===== config.mk =====
export PLATFORM = sky130hd
export DESIGN_NAME = seg7_scan_ctrl
export DESIGN_NICKNAME = d
export VERILOG_FILES = /design/src/rtl/seg7_pkg.sv /design/src/rtl/seg7_val_latch.sv /design/src/rtl/seg7_scan_ctrl.sv
export SDC_FILE = /design/constraint.sdc
export NUM_CORES = 1
export LEC_CHECK = 0
export BUFFER_PORTS_ARGS = -buffer_cell sky130_fd_sc_hd__buf_2
export CORE_ASPECT_RATIO = 1.1
export CORE_MARGIN = 5
export CORE_UTILIZATION = 45
export DETAILED_ROUTE_END_ITERATION = 10
export SLEW_MARGIN = 15
export SYNTH_ARGS = -nofsm -noshare
export SYNTH_HDL_FRONTEND = slang
export SYNTH_SLANG_ARGS = --single-unit

===== constraint.sdc =====
create_clock -name clk_25mhz -period 2.15 [get_ports clk_25mhz]
set_input_delay 0.43 -clock clk_25mhz [delete_from_list [all_inputs] [get_ports clk_25mhz]]
set_output_delay 0.43 -clock clk_25mhz [all_outputs]
set_load 0.02 [all_outputs]

===== src/rtl/seg7_pkg.sv =====
// Shared constants, types and slot decode helpers for the seven-segment scan controller.
package seg7_pkg;

  localparam logic [2:0] CA_LEFT  = 3'b011;
  localparam logic [2:0] CA_MID   = 3'b101;
  localparam logic [2:0] CA_RIGHT = 3'b110;
  localparam logic [2:0] CA_OFF   = 3'b111;

  typedef logic [11:0] disp_t;

  function automatic logic [2:0] slot_ca(input logic [1:0] slot);
    logic [2:0] pat;
    case (slot)
      2'd0:    pat = CA_LEFT;
      2'd1:    pat = CA_MID;
      2'd2:    pat = CA_RIGHT;
      default: pat = CA_OFF;
    endcase
    return pat;
  endfunction

  function automatic logic [3:0] slot_nibble(input disp_t d, input logic [1:0] slot);
    logic [3:0] nib;
    case (slot)
      2'd0:    nib = d[11:8];
      2'd1:    nib = d[7:4];
      2'd2:    nib = d[3:0];
      default: nib = 4'h0;
    endcase
    return nib;
  endfunction

endpackage


===== src/rtl/seg7_val_latch.sv =====
// Shadow register with valid/ready intake; the pending value is released at a frame boundary.
module seg7_val_latch
  import seg7_pkg::*;
(
  input  logic  clk,
  input  logic  reset,
  input  disp_t val_in,
  input  logic  val_valid,
  output logic  val_ready,
  input  logic  frame_load,
  output disp_t shadow,
  output logic  pending
);

  assign val_ready = !pending;

  // Accept only when empty, so an accept never collides with a boundary clear.
  always_ff @(posedge clk or posedge reset) begin
    if (reset) begin
      shadow  <= 12'h000;
      pending <= 1'b0;
    end else if (val_valid && val_ready) begin
      shadow  <= val_in;
      pending <= 1'b1;
    end else if (frame_load) begin
      pending <= 1'b0;
    end
  end

endmodule


===== src/rtl/seg7_scan_ctrl.sv =====
// Three-digit common-anode scan scheduler with anti-ghost blanking, 16-level PWM
// and frame-aligned value updates.
module seg7_scan_ctrl
  import seg7_pkg::*;
#(
  parameter int DWELL_CYCLES = 8192,
  parameter int BLANK_CYCLES = 256
) (
  input  logic        clk_25mhz,
  input  logic        reset,
  input  logic [11:0] val_in,
  input  logic        val_valid,
  output logic        val_ready,
  input  logic [3:0]  brightness,
  output logic [2:0]  ca,
  output logic [3:0]  digit,
  output logic        frame_start
);

  localparam int CNT_W = $clog2(DWELL_CYCLES);
  localparam logic [CNT_W-1:0] CNT_MAX     = CNT_W'(DWELL_CYCLES - 1);
  localparam logic [CNT_W-1:0] BLANK_START = CNT_W'(BLANK_CYCLES);

  logic [CNT_W-1:0] cnt;
  logic [1:0]       slot;
  disp_t            disp;
  disp_t            shadow;
  logic             pending;
  logic [3:0]       bright_q;
  logic             boundary;
  logic             lit;

  assign boundary = (slot == 2'd2) && (cnt == CNT_MAX);
  assign lit      = (cnt >= BLANK_START) && (cnt[3:0] < bright_q);

  seg7_val_latch u_val_latch (
    .clk        (clk_25mhz),
    .reset      (reset),
    .val_in     (val_in),
    .val_valid  (val_valid),
    .val_ready  (val_ready),
    .frame_load (boundary),
    .shadow     (shadow),
    .pending    (pending)
  );

  // Dwell/slot counters, frame-boundary loads, and outputs registered from the current state.
  always_ff @(posedge clk_25mhz or posedge reset) begin
    if (reset) begin
      cnt         <= '0;
      slot        <= 2'd0;
      disp        <= 12'h000;
      bright_q    <= 4'd15;
      ca          <= CA_OFF;
      digit       <= 4'h0;
      frame_start <= 1'b0;
    end else begin
      if (cnt == CNT_MAX) begin
        cnt  <= '0;
        slot <= (slot == 2'd2) ? 2'd0 : slot + 2'd1;
      end else begin
        cnt <= cnt + CNT_W'(1);
      end
      if (boundary) begin
        bright_q <= brightness;
        if (pending) begin
          disp <= shadow;
        end
      end
      ca          <= lit ? slot_ca(slot) : CA_OFF;
      digit       <= slot_nibble(disp, slot);
      frame_start <= boundary;
    end
  end

endmodule


==> results.py, run 1 <==
metrics = {
    "place": {
        "pre_cts_ws_ps": 216,
        "place.port_buffers": 27,
        "routabilityCongestion": 0.766,
        "placed_cell_area_mm2": 0.00248,
        "post-dp-hpwl_um": 3030,
    },
    "clock_tree": {
        "path_clk_slew_ps": 90,
        "cts.hold.buffers_added": 0,
        "clkLatencyLatePin_ps": 300,
        "htreeDepth": 2,
        "cts_root_buffer": "clkbuf_8",
        "cts.sinks": 52,
        "cts_tree": "done",
        "cts_setup_buffers": 0,
        "clock_path_buffers": 2,
        "cts_buffers": 5,
        "cts_resized": 0,
    },
    "pwr": {
        "ir_drop_v": 0.000440,
        "p_per_area_mw_per_mm2": 671,
        "leakage_nw": 1.29,
    },
    "die": {
        "ios": 28,
        "die_area_mm2": 0.00653,
        "die_h_um": 84.3,
        "design.core.area_mm2": 0.00493,
        "initial_utilization_pct": 45.8,
        "row_count": 27,
        "fp.dieW_um": 77.5,
    },
    "drt": {
        "ant_nets": 0,
        "drc_errors": 0,
        "viasPerCell": 5.13,
        "routedWlPerCell_um": 14.8,
        "via_count": 1369,
        "firstDrtPassIters": 4,
        "drt_iter0_drc": 61,
        "routed_wl_um": 3940,
    },
    "logic_synthesis": {
        "synth_top_cell_area_share_pct": 49.9,
        "synth-main-ff-cell": "dfrtp_1",
        "synthSimpleGateAreaFrac_pct": 12.3,
        "muxShareOfSynthArea_pct": 16.7,
        "ys_ff_latch": 52,
        "synth-async-reset-ratio_pct": 100,
        "synth_edf_count": 0,
        "syn_avg_cell_area_um2": 13.1,
        "synth_nets": 196,
        "synth-compound-area-share_pct": 4.71,
        "synth_cell_types": 33,
        "synth_top_family_by_area": "multiplexers",
        "syn_area_mm2": 0.00226,
        "synth_xor_area_share_pct": 3.10,
        "synth_area_leaders": "dfrtp_1 50%, mux2_2 8.5%, dfstp_2 8.1%, mux2_4 6.0%, ha_1 2.8%",
        "ys_seq_area_share_pct": 58.0,
        "ys_warn_count": 0,
        "synth_top_cell_by_area": "dfrtp_1",
        "synth_fa_ha_area_share_pct": 2.77,
        "synth_cells": 172,
    },
    "global_route": {
        "grtUsageTotal_pct": 13.5,
        "grt_max_degree": 25,
        "grt_pass1_vias": 1479,
        "overflow": 0,
        "grt_pass1_wl_um": 6970,
        "grt_antenna_before_repair": 0,
    },
    "critical_path": {
        "critPathTopFamily": "simple AND/OR/NAND/NOR gates",
        "cp_slowest_cell": "dfrtp_1",
        "cp-end-kind": "register",
        "crit_arrival_ps": 2130,
        "crit_chain": "ha_1, nand4_1, nor4_4, nand2_4, mux2_4",
        "cp_num_buf_inv": 0,
        "slowest_delay_ps": 470,
        "critPathLaunchType": "register",
        "cp_max_fo": 13,
        "cp_data_required_time_ps": 2340,
        "crit_type": "register to register",
    },
    "timing": {
        "slew_headroom_pct": 67.2,
        "post-route-min-period_ps": 1940,
        "worst_pin_slew_ps": 491,
        "fin_setup_tns_ps": 0,
        "fin_skew_ps": 6.39,
        "worst_slack_ps": 207,
        "rsz0062_at_grt": "no",
        "fmax_mhz": 515,
        "setup_viol": 0,
        "slew_violations": 0,
        "fin_crit_sh_pct": 90.4,
        "hold_viol": 0,
    },
    "finish": {
        "diodes": 0,
        "drive_gt1_share_pct": 38.3,
        "finalInstanceArea_mm2": 0.00259,
        "fin_nets": 232,
        "area_delta_synth_final_pct": 14.9,
    },
    "worst_hold_path": {
        "hold_class": "input port to asynchronous set/reset pin",
    },
    "status": {
        "status": "complete, no violations",
    },
    "job": {
        "cap_violations": 0,
    },
}
## state kept, by name, indices dropped and copies added (netlist names)
signal / count
cnt: 13
slot: 2
digit: 4
frame_start: 1
u_val_latch.shadow: 12
u_val_latch.pending: 1
disp: 12
bright_q: 4
ca: 3
## cell families after synthesis
kind of cell               Yosys count
muxes                               31
and+or+nand+nor                     46
adders and majority gates            5
xor gates and xnor gates             8
buffers and inverters               12
AOI/OAI and AO/OA                   18
DFF                                 52
## power breakdown
group          switching, mW  total [mW]  internal (mW)
clock network          0.308       0.652          0.344
registers             0.0164        1.02           1.01
logic                 0.0300      0.0658         0.0358
## worst paths after layout
path / start / to / slack [ps] / cells past startpoint
worst max-delay path: cnt[0] / disp[0] / 210 / 5
worst min-delay path: reset / u_val_latch.shadow[1] / 140 / 2
worst max register to register: cnt[0] / disp[0] / 210 / 5
worst min register to register: disp[4] / digit[0] / 510 / 2
max in group asynchronous: reset / ca[1] / 1350 / 3
min in group clk_25mhz: brightness[0] / bright_q[0] / 340 / 3
## placed cells by master, fill, tap and decap left out
cell type / Yosys / final
a21o_1: 1 / 1
a21oi_1: 2 / 2
a22o_1: 1 / 1
and3_1: 2 / 2
and4_1: 2 / 2
buf_2: 1 / 27
buf_4: 0 / 5
bufinv_16: 0 / 1
clkbuf_8: 0 / 5
clkinv_2: 0 / 1
clkinvlp_4: 0 / 1
dfrtp_1: 45 / 45
dfstp_2: 7 / 7
ha_1: 5 / 5
inv_1: 9 / 8
inv_2: 0 / 1
mux2_2: 17 / 17
mux2_4: 9 / 9
mux2i_1: 5 / 5
nand2_1: 13 / 13
nand2_4: 1 / 1
nand2b_1: 2 / 2
nand3_1: 3 / 3
nand4_1: 3 / 3
nand4_2: 2 / 2
nor2_1: 7 / 7
nor2b_1: 3 / 3
nor3_1: 3 / 3
nor4_4: 1 / 1
o21a_1: 1 / 1
o21ai_0: 10 / 10
o21bai_1: 1 / 1
o31ai_1: 2 / 2
or4_1: 2 / 2
or4b_2: 2 / 2
xnor2_1: 5 / 5
xor2_1: 3 / 3
## worst register-to-register path, stage by stage (launching register included)
cell     delay [ps]
dfrtp_1         470
ha_1            290
nand4_1         260
nor4_4          280
nand2_4         200
mux2_4          330
## stage by stage
step	util [%]	total power [mW]	hold WS, ps	instances
2_1_floorplan	-	1.08	450	172
3_3_place_gp	50.3	1.10	475	259
3_5_place_dp	50.3	1.11	478	259
4_1_cts	52.6	1.77	139	267
5_1_grt	52.6	1.82	176	267
6_report	52.6	1.74	140	267
## area by class of cell
type	instances	area (µm²)
Clock buffer	5	68.8
Clock inverter	3	42.5
Fill cell	445	2340
Inverter	9	33.8
Multi-Input combinational cell	108	893
Sequential cell	52	1310
Tap cell	58	72.6
Timing Repair Buffer	32	173
## synthesized netlist by cell type (5+ instances only)
master / count
dfrtp_1: 45
mux2_2: 17
nand2_1: 13
o21ai_0: 10
inv_1: 9
mux2_4: 9
dfstp_2: 7
nor2_1: 7
ha_1: 5
mux2i_1: 5
xnor2_1: 5
## routing by layer
| layer | global-route usage [%] | vias to the layer above | wire, µm |
|---|---|---|---|
| met2 | 22.8 | 20 | 2040 |
| li1 | - | 672 | - |
| met4 | 5.63 | 0 | 74 |
| met5 | 0 | - | 0 |
| met1 | 16.4 | 670 | 1700 |
| met3 | 3.33 | 7 | 133 |
Note: power is estimated with default switching activity, not from simulation.
==> run 2, diff against run 1 <==
Settings changed: ABC_AREA set to 1.
==> results.py, run 2 <==
metrics = {
    "status": {
        "status": "complete, no violations",
    },
    "global_route": {
        "grt_pass1_vias": 1585,
        "grtUsageTotal_pct": 13.4,
        "grt_max_degree": 53,
        "grt_pass1_wl_um": 7090,
        "overflow": 0,
        "grt_antenna_before_repair": 0,
    },
    "drt": {
        "viasPerCell": 4.77,
        "routed_wl_um": 3950,
        "via_count": 1570,
        "drt_iter0_drc": 54,
        "drc_errors": 0,
        "firstDrtPassIters": 6,
        "routedWlPerCell_um": 12.0,
        "ant_nets": 0,
    },
    "logic_synthesis": {
        "synth_xor_area_share_pct": 2.28,
        "ys_top_cells_by_count": "74 x nand2_1, 45 x dfrtp_1, 26 x inv_1",
        "synth-main-ff-cell": "dfrtp_1",
        "synth_top_cell_area_share_pct": 48.9,
        "synth_area_leaders": "dfrtp_1 49%, nand2_1 12%, dfstp_2 8.0%, mux2_2 5.9%, inv_1 4.2%",
        "synth_top_cell_by_area": "dfrtp_1",
        "synth-compound-area-share_pct": 1.96,
        "synth-async-reset-ratio_pct": 100,
        "synth_most_common_cell": "nand2_1",
        "muxShareOfSynthArea_pct": 5.87,
        "synthSimpleGateAreaFrac_pct": 23.9,
        "synth_edf_count": 0,
        "synth_nets": 262,
        "ys_warn_count": 0,
        "ys_ff_latch": 52,
        "synth_fa_ha_area_share_pct": 2.72,
        "syn_area_mm2": 0.00230,
        "synth_cell_types": 26,
        "syn_avg_cell_area_um2": 9.67,
        "synth_cells": 238,
        "synth_top_family_by_area": "simple AND/OR/NAND/NOR gates",
        "ys_seq_area_share_pct": 56.9,
    },
    "finish": {
        "final_cell_mix": "74 x nand2_1, 45 x dfrtp_1, 27 x buf_2",
        "diodes": 0,
        "area_delta_synth_final_pct": 13.6,
        "fill_cells": 474,
        "layout_commonest_cell": "nand2_1",
        "largest_register_ffs": 13,
        "largestRegisters": "cnt x13, disp x12, u_val_latch.shadow x12",
        "top_register": "cnt",
        "drive_gt1_share_pct": 25.5,
        "fin_nets": 294,
    },
    "critical_path": {
        "cp_data_required_time_ps": 2350,
        "r2r_start": "cnt[1]",
        "crit_arrival_ps": 1940,
        "crit_type": "register to register",
        "critPathLaunchType": "register",
        "cp_max_fo": 19,
        "critPathLaunch": "cnt[1]",
        "cp-end-kind": "register",
    },
    "die": {
        "fp.dieW_um": 78.2,
        "die_area_mm2": 0.00664,
        "initial_utilization_pct": 46.0,
        "design.core.area_mm2": 0.00500,
        "row_count": 27,
        "die_h_um": 85.0,
        "ios": 28,
    },
    "clock_tree": {
        "clkLatencyLatePin_ps": 310,
        "cts_buffers": 5,
        "cts.sinks": 52,
        "cts_resized": 0,
        "cts_root_buffer": "clkbuf_8",
        "path_clk_slew_ps": 90,
        "cts_setup_buffers": 0,
        "clock_path_buffers": 2,
        "cts_tree": "done",
        "htreeDepth": 2,
        "cts.hold.buffers_added": 0,
    },
    "timing": {
        "setup_viol": 0,
        "slew_headroom_pct": 57.7,
        "fmax_mhz": 575,
        "worst_pin_slew_ps": 635,
        "timing.hold.ws_ps": 272,
        "slew_violations": 0,
        "post-route-min-period_ps": 1740,
        "rsz0062_at_grt": "no",
        "fin_skew_ps": 7.28,
        "fin_crit_sh_pct": 80.9,
        "fin_setup_tns_ps": 0,
        "hold_viol": 0,
    },
    "worst_hold_path": {
        "hold_class": "input port to asynchronous set/reset pin",
    },
    "pwr": {
        "ir_drop_v": 0.000437,
        "p_per_area_mw_per_mm2": 671,
        "leakage_nw": 1.42,
    },
    "place": {
        "post-dp-hpwl_um": 2910,
        "routabilityCongestion": 0.778,
        "place.port_buffers": 27,
    },
    "job": {
        "cap_violations": 0,
    },
}
-- run 2: per-stage QoR --
step                      worst slack (ps)  utilization, %  area [µm²]  instances  power [mW]
after floorplan                        474               -        2300        238        1.07
after global placement                 481            50.0        2500        321        1.10
after detailed placement               427            50.0        2500        321        1.10
after CTS                              396            52.3        2610        329        1.78
after global routing                   215            52.3        2610        329        1.84
final                                  411            52.3        2610        329        1.75
-- run 2: power by group --
group	switching (mW)	leakage [nW]	internal (mW)
sequential	0.0143	0.664	1.00
clock	0.327	0.0548	0.351
combinational	0.0270	0.706	0.0310
total	0.369	1.42	1.39
-- run 2: metal layers --
metal | GRT usage, % | part of all wire, % | routed length (µm)
met5 | 0 | 0 | 0
met4 | 4.77 | 1.0 | 40
met3 | 3.82 | 4.1 | 163
met2 | 21.7 | 47 | 1840
met1 | 17.2 | 48 | 1900
-- run 2: layout make-up --
class / count / area (µm²) / share of cell area [%]
Clock inverter: 3 / 46.3 / 1.77
Multi-Input combinational cell: 152 / 846 / 32.4
Tap cell: 58 / 72.6 / 2.78
Timing Repair Buffer: 31 / 165 / 6.32
Sequential cell: 52 / 1310 / 50.1
Clock buffer: 5 / 68.8 / 2.63
Inverter: 28 / 105 / 4.02
-- run 2: kinds of logic (layout without fill, tap and decap cells) --
logic type      Yosys count  in the layout
simple gates            121            121
flops                    52             52
buf+inv                  34             67
mux                      12             12
compound gates            8              8
xor+xnor                  6              6
fa+ha+maj                 5              5
-- run 2: path summary, 6_finish.rpt --
check                              end  slack [ps]  depth (start not counted)
hold reg to reg            bright_q[2]         470                          2
setup reg to reg               disp[4]         410                          8
min in group clk_25mhz     bright_q[0]         310                          3
max in group asynchronous      slot[0]        1450                          3
setup / recovery               disp[4]         410                          8
hold / removal                  cnt[6]         270                          3
-- run 2: critical path: stages (launching register included) --
cell and delay (ps):
dfrtp_1 410, ha_1 200, nand2_1 70, nor2_2 160, nand2_2 150, nor2_8 270, nand3_4 200, nand2_1 110
nand2_1 50
==> run 3, diff against run 2 <==
Settings changed: PLACE_DENSITY set to 0.67.
Clock period 2.15 ns to 1.5 ns, I/O delays scaled along.
==> results.py, run 3 (synthesized netlist as in run 2, its figures left out) <==
metrics = {
    "status": {
        "status": "complete, no violations",
    },
    "clock_tree": {
        "path_clk_slew_ps": 90,
        "clock_path_buffers": 2,
        "clkLatencyLatePin_ps": 300,
        "cts_root_buffer": "clkbuf_8",
        "cts_buffers": 5,
        "cts_tree": "done",
        "cts.sinks": 52,
        "htreeDepth": 2,
    },
    "finish": {
        "drive_gt1_share_pct": 29.8,
        "largestRegisters": "cnt x13, disp x12, u_val_latch.shadow x12",
        "post_layout_nonfiller_instances": 343,
        "ff_latch_area_mm2": 0.00131,
        "multi_input_area_um2": 867,
        "fin_nets": 308,
        "top_register": "cnt",
        "final_cell_mix": "73 x nand2_1, 45 x dfrtp_1, 27 x buf_2",
        "diodes": 0,
        "layout_commonest_cell": "nand2_1",
        "post-route-util_pct": 56.1,
        "largest_register_ffs": 13,
        "fill_cells": 441,
        "area_delta_synth_final_pct": 22.0,
    },
    "drt": {
        "dr.max_layer_used": "met4",
        "routed_wl_um": 4160,
        "firstDrtPassIters": 4,
        "drc_errors": 0,
        "via_count": 1687,
        "viasPerCell": 4.92,
        "routedLengthMet1_um": 1810,
        "wl_met3_um": 187,
        "met2_length_um": 2130,
        "ant_nets": 0,
        "routedWlPerCell_um": 12.1,
        "drt_iter0_drc": 84,
    },
    "die": {
        "row_count": 27,
        "fp.dieW_um": 78.2,
        "initial_utilization_pct": 46.0,
        "die_area_mm2": 0.00664,
        "design.core.area_mm2": 0.00500,
        "die_h_um": 85.0,
        "ios": 28,
    },
    "global_route": {
        "grtUsageTotal_pct": 13.5,
        "grt_max_degree": 22,
        "grt_pass1_vias": 1659,
        "grt_antenna_before_repair": 0,
        "grt_pass1_wl_um": 7310,
        "overflow": 0,
    },
    "critical_path": {
        "cp_max_fo": 8,
        "cp-end-kind": "register",
        "cp_data_required_time_ps": 1700,
        "crit_arrival_ps": 1630,
        "critPathLaunchType": "register",
        "crit_type": "register to register",
    },
    "place": {
        "place.port_buffers": 27,
        "dp_cells": 329,
        "routabilityCongestion": 0.767,
        "post-dp-hpwl_um": 3050,
    },
    "timing": {
        "slew_violations": 0,
        "worst_pin_slew_ps": 418,
        "hold_viol": 0,
        "fmax_mhz": 699,
        "setup_viol": 0,
        "fin_skew_ps": 9.30,
        "fin_crit_sh_pct": 95.3,
        "rsz0062_at_grt": "yes",
        "post-route-min-period_ps": 1430,
        "slew_headroom_pct": 72.1,
    },
    "pwr": {
        "leakage_nw": 1.50,
        "ir_drop_v": 0.000638,
        "p_per_area_mw_per_mm2": 949,
    },
    "worst_hold_path": {
        "hold_class": "input port to register",
    },
    "job": {
        "cap_violations": 0,
    },
}
==> run 3: critical path, cell delays in order, from the launching register on <==
cell	delay [ps]
dfrtp_1	360
ha_2	180
nand2_1	60
nor2_2	120
nand2_2	110
nor2_8	190
nand3_2	170
nand2_1	110
nand2_1	50
==> run 3: stage by stage <==
| step | instance area, µm² | power, mW | hold WS (ps) | TNS, ps | worst slack (ps) |
|---|---|---|---|---|---|
| after floorplan | 2300 | 1.53 | 352 | 0 | 52.3 |
| after global placement | 2590 | 1.58 | 324 | 0 | 114 |
| after detailed placement | 2590 | 1.59 | 325 | 0 | 82.2 |
| after CTS | 2730 | 2.70 | 180 | 0 | 58.0 |
| after global routing | 2810 | 2.78 | 192 | -603 | -67.7 |
| final | 2810 | 2.66 | 190 | 0 | 70.1 |
==> run 3: final cells by class <==
| cell class | count | share of cell area [%] |
|---|---|---|
| Clock inverter | 2 | 2.14 |
| Clock buffer | 6 | 2.59 |
| Timing Repair Buffer | 44 | 11.2 |
| Inverter | 28 | 3.88 |
| Sequential cell | 52 | 46.7 |
| Multi-Input combinational cell | 153 | 30.9 |
| Tap cell | 58 | 2.59 |
==> run 3: worst paths after layout <==
kind                          startpoint          end  slack [ps]  cells after the start
setup / recovery                  cnt[0]     disp[11]          70                      8
hold / removal             brightness[1]  bright_q[1]         190                      3
setup reg to reg                  cnt[0]     disp[11]          70                      8
hold reg to reg              bright_q[1]  bright_q[1]         470                      2
max in group asynchronous          reset  bright_q[2]         470                      4
min in group asynchronous          reset      cnt[10]         530                      3
==> run 3: timing repair <==
action                     CTS  global route
hold endpoints to repair    12             0
setup buffers                0             3
setup endpoints to repair    0            21
hold buffers                 1             0
gates resized for setup      0             6
==> run 3: routing by layer <==
| layer | global-route usage (%) | vias up |
|---|---|---|
| met5 | 0 | - |
| met1 | 16.7 | 803 |
| li1 | - | 845 |
| met3 | 3.18 | 4 |
| met4 | 4.77 | 0 |
| met2 | 23.2 | 35 |
==> run 3: power by group <==
part	switching (mW)	internal [mW]
combinational	0.0424	0.0551
clock	0.440	0.667
sequential	0.0203	1.44
total	0.502	2.16
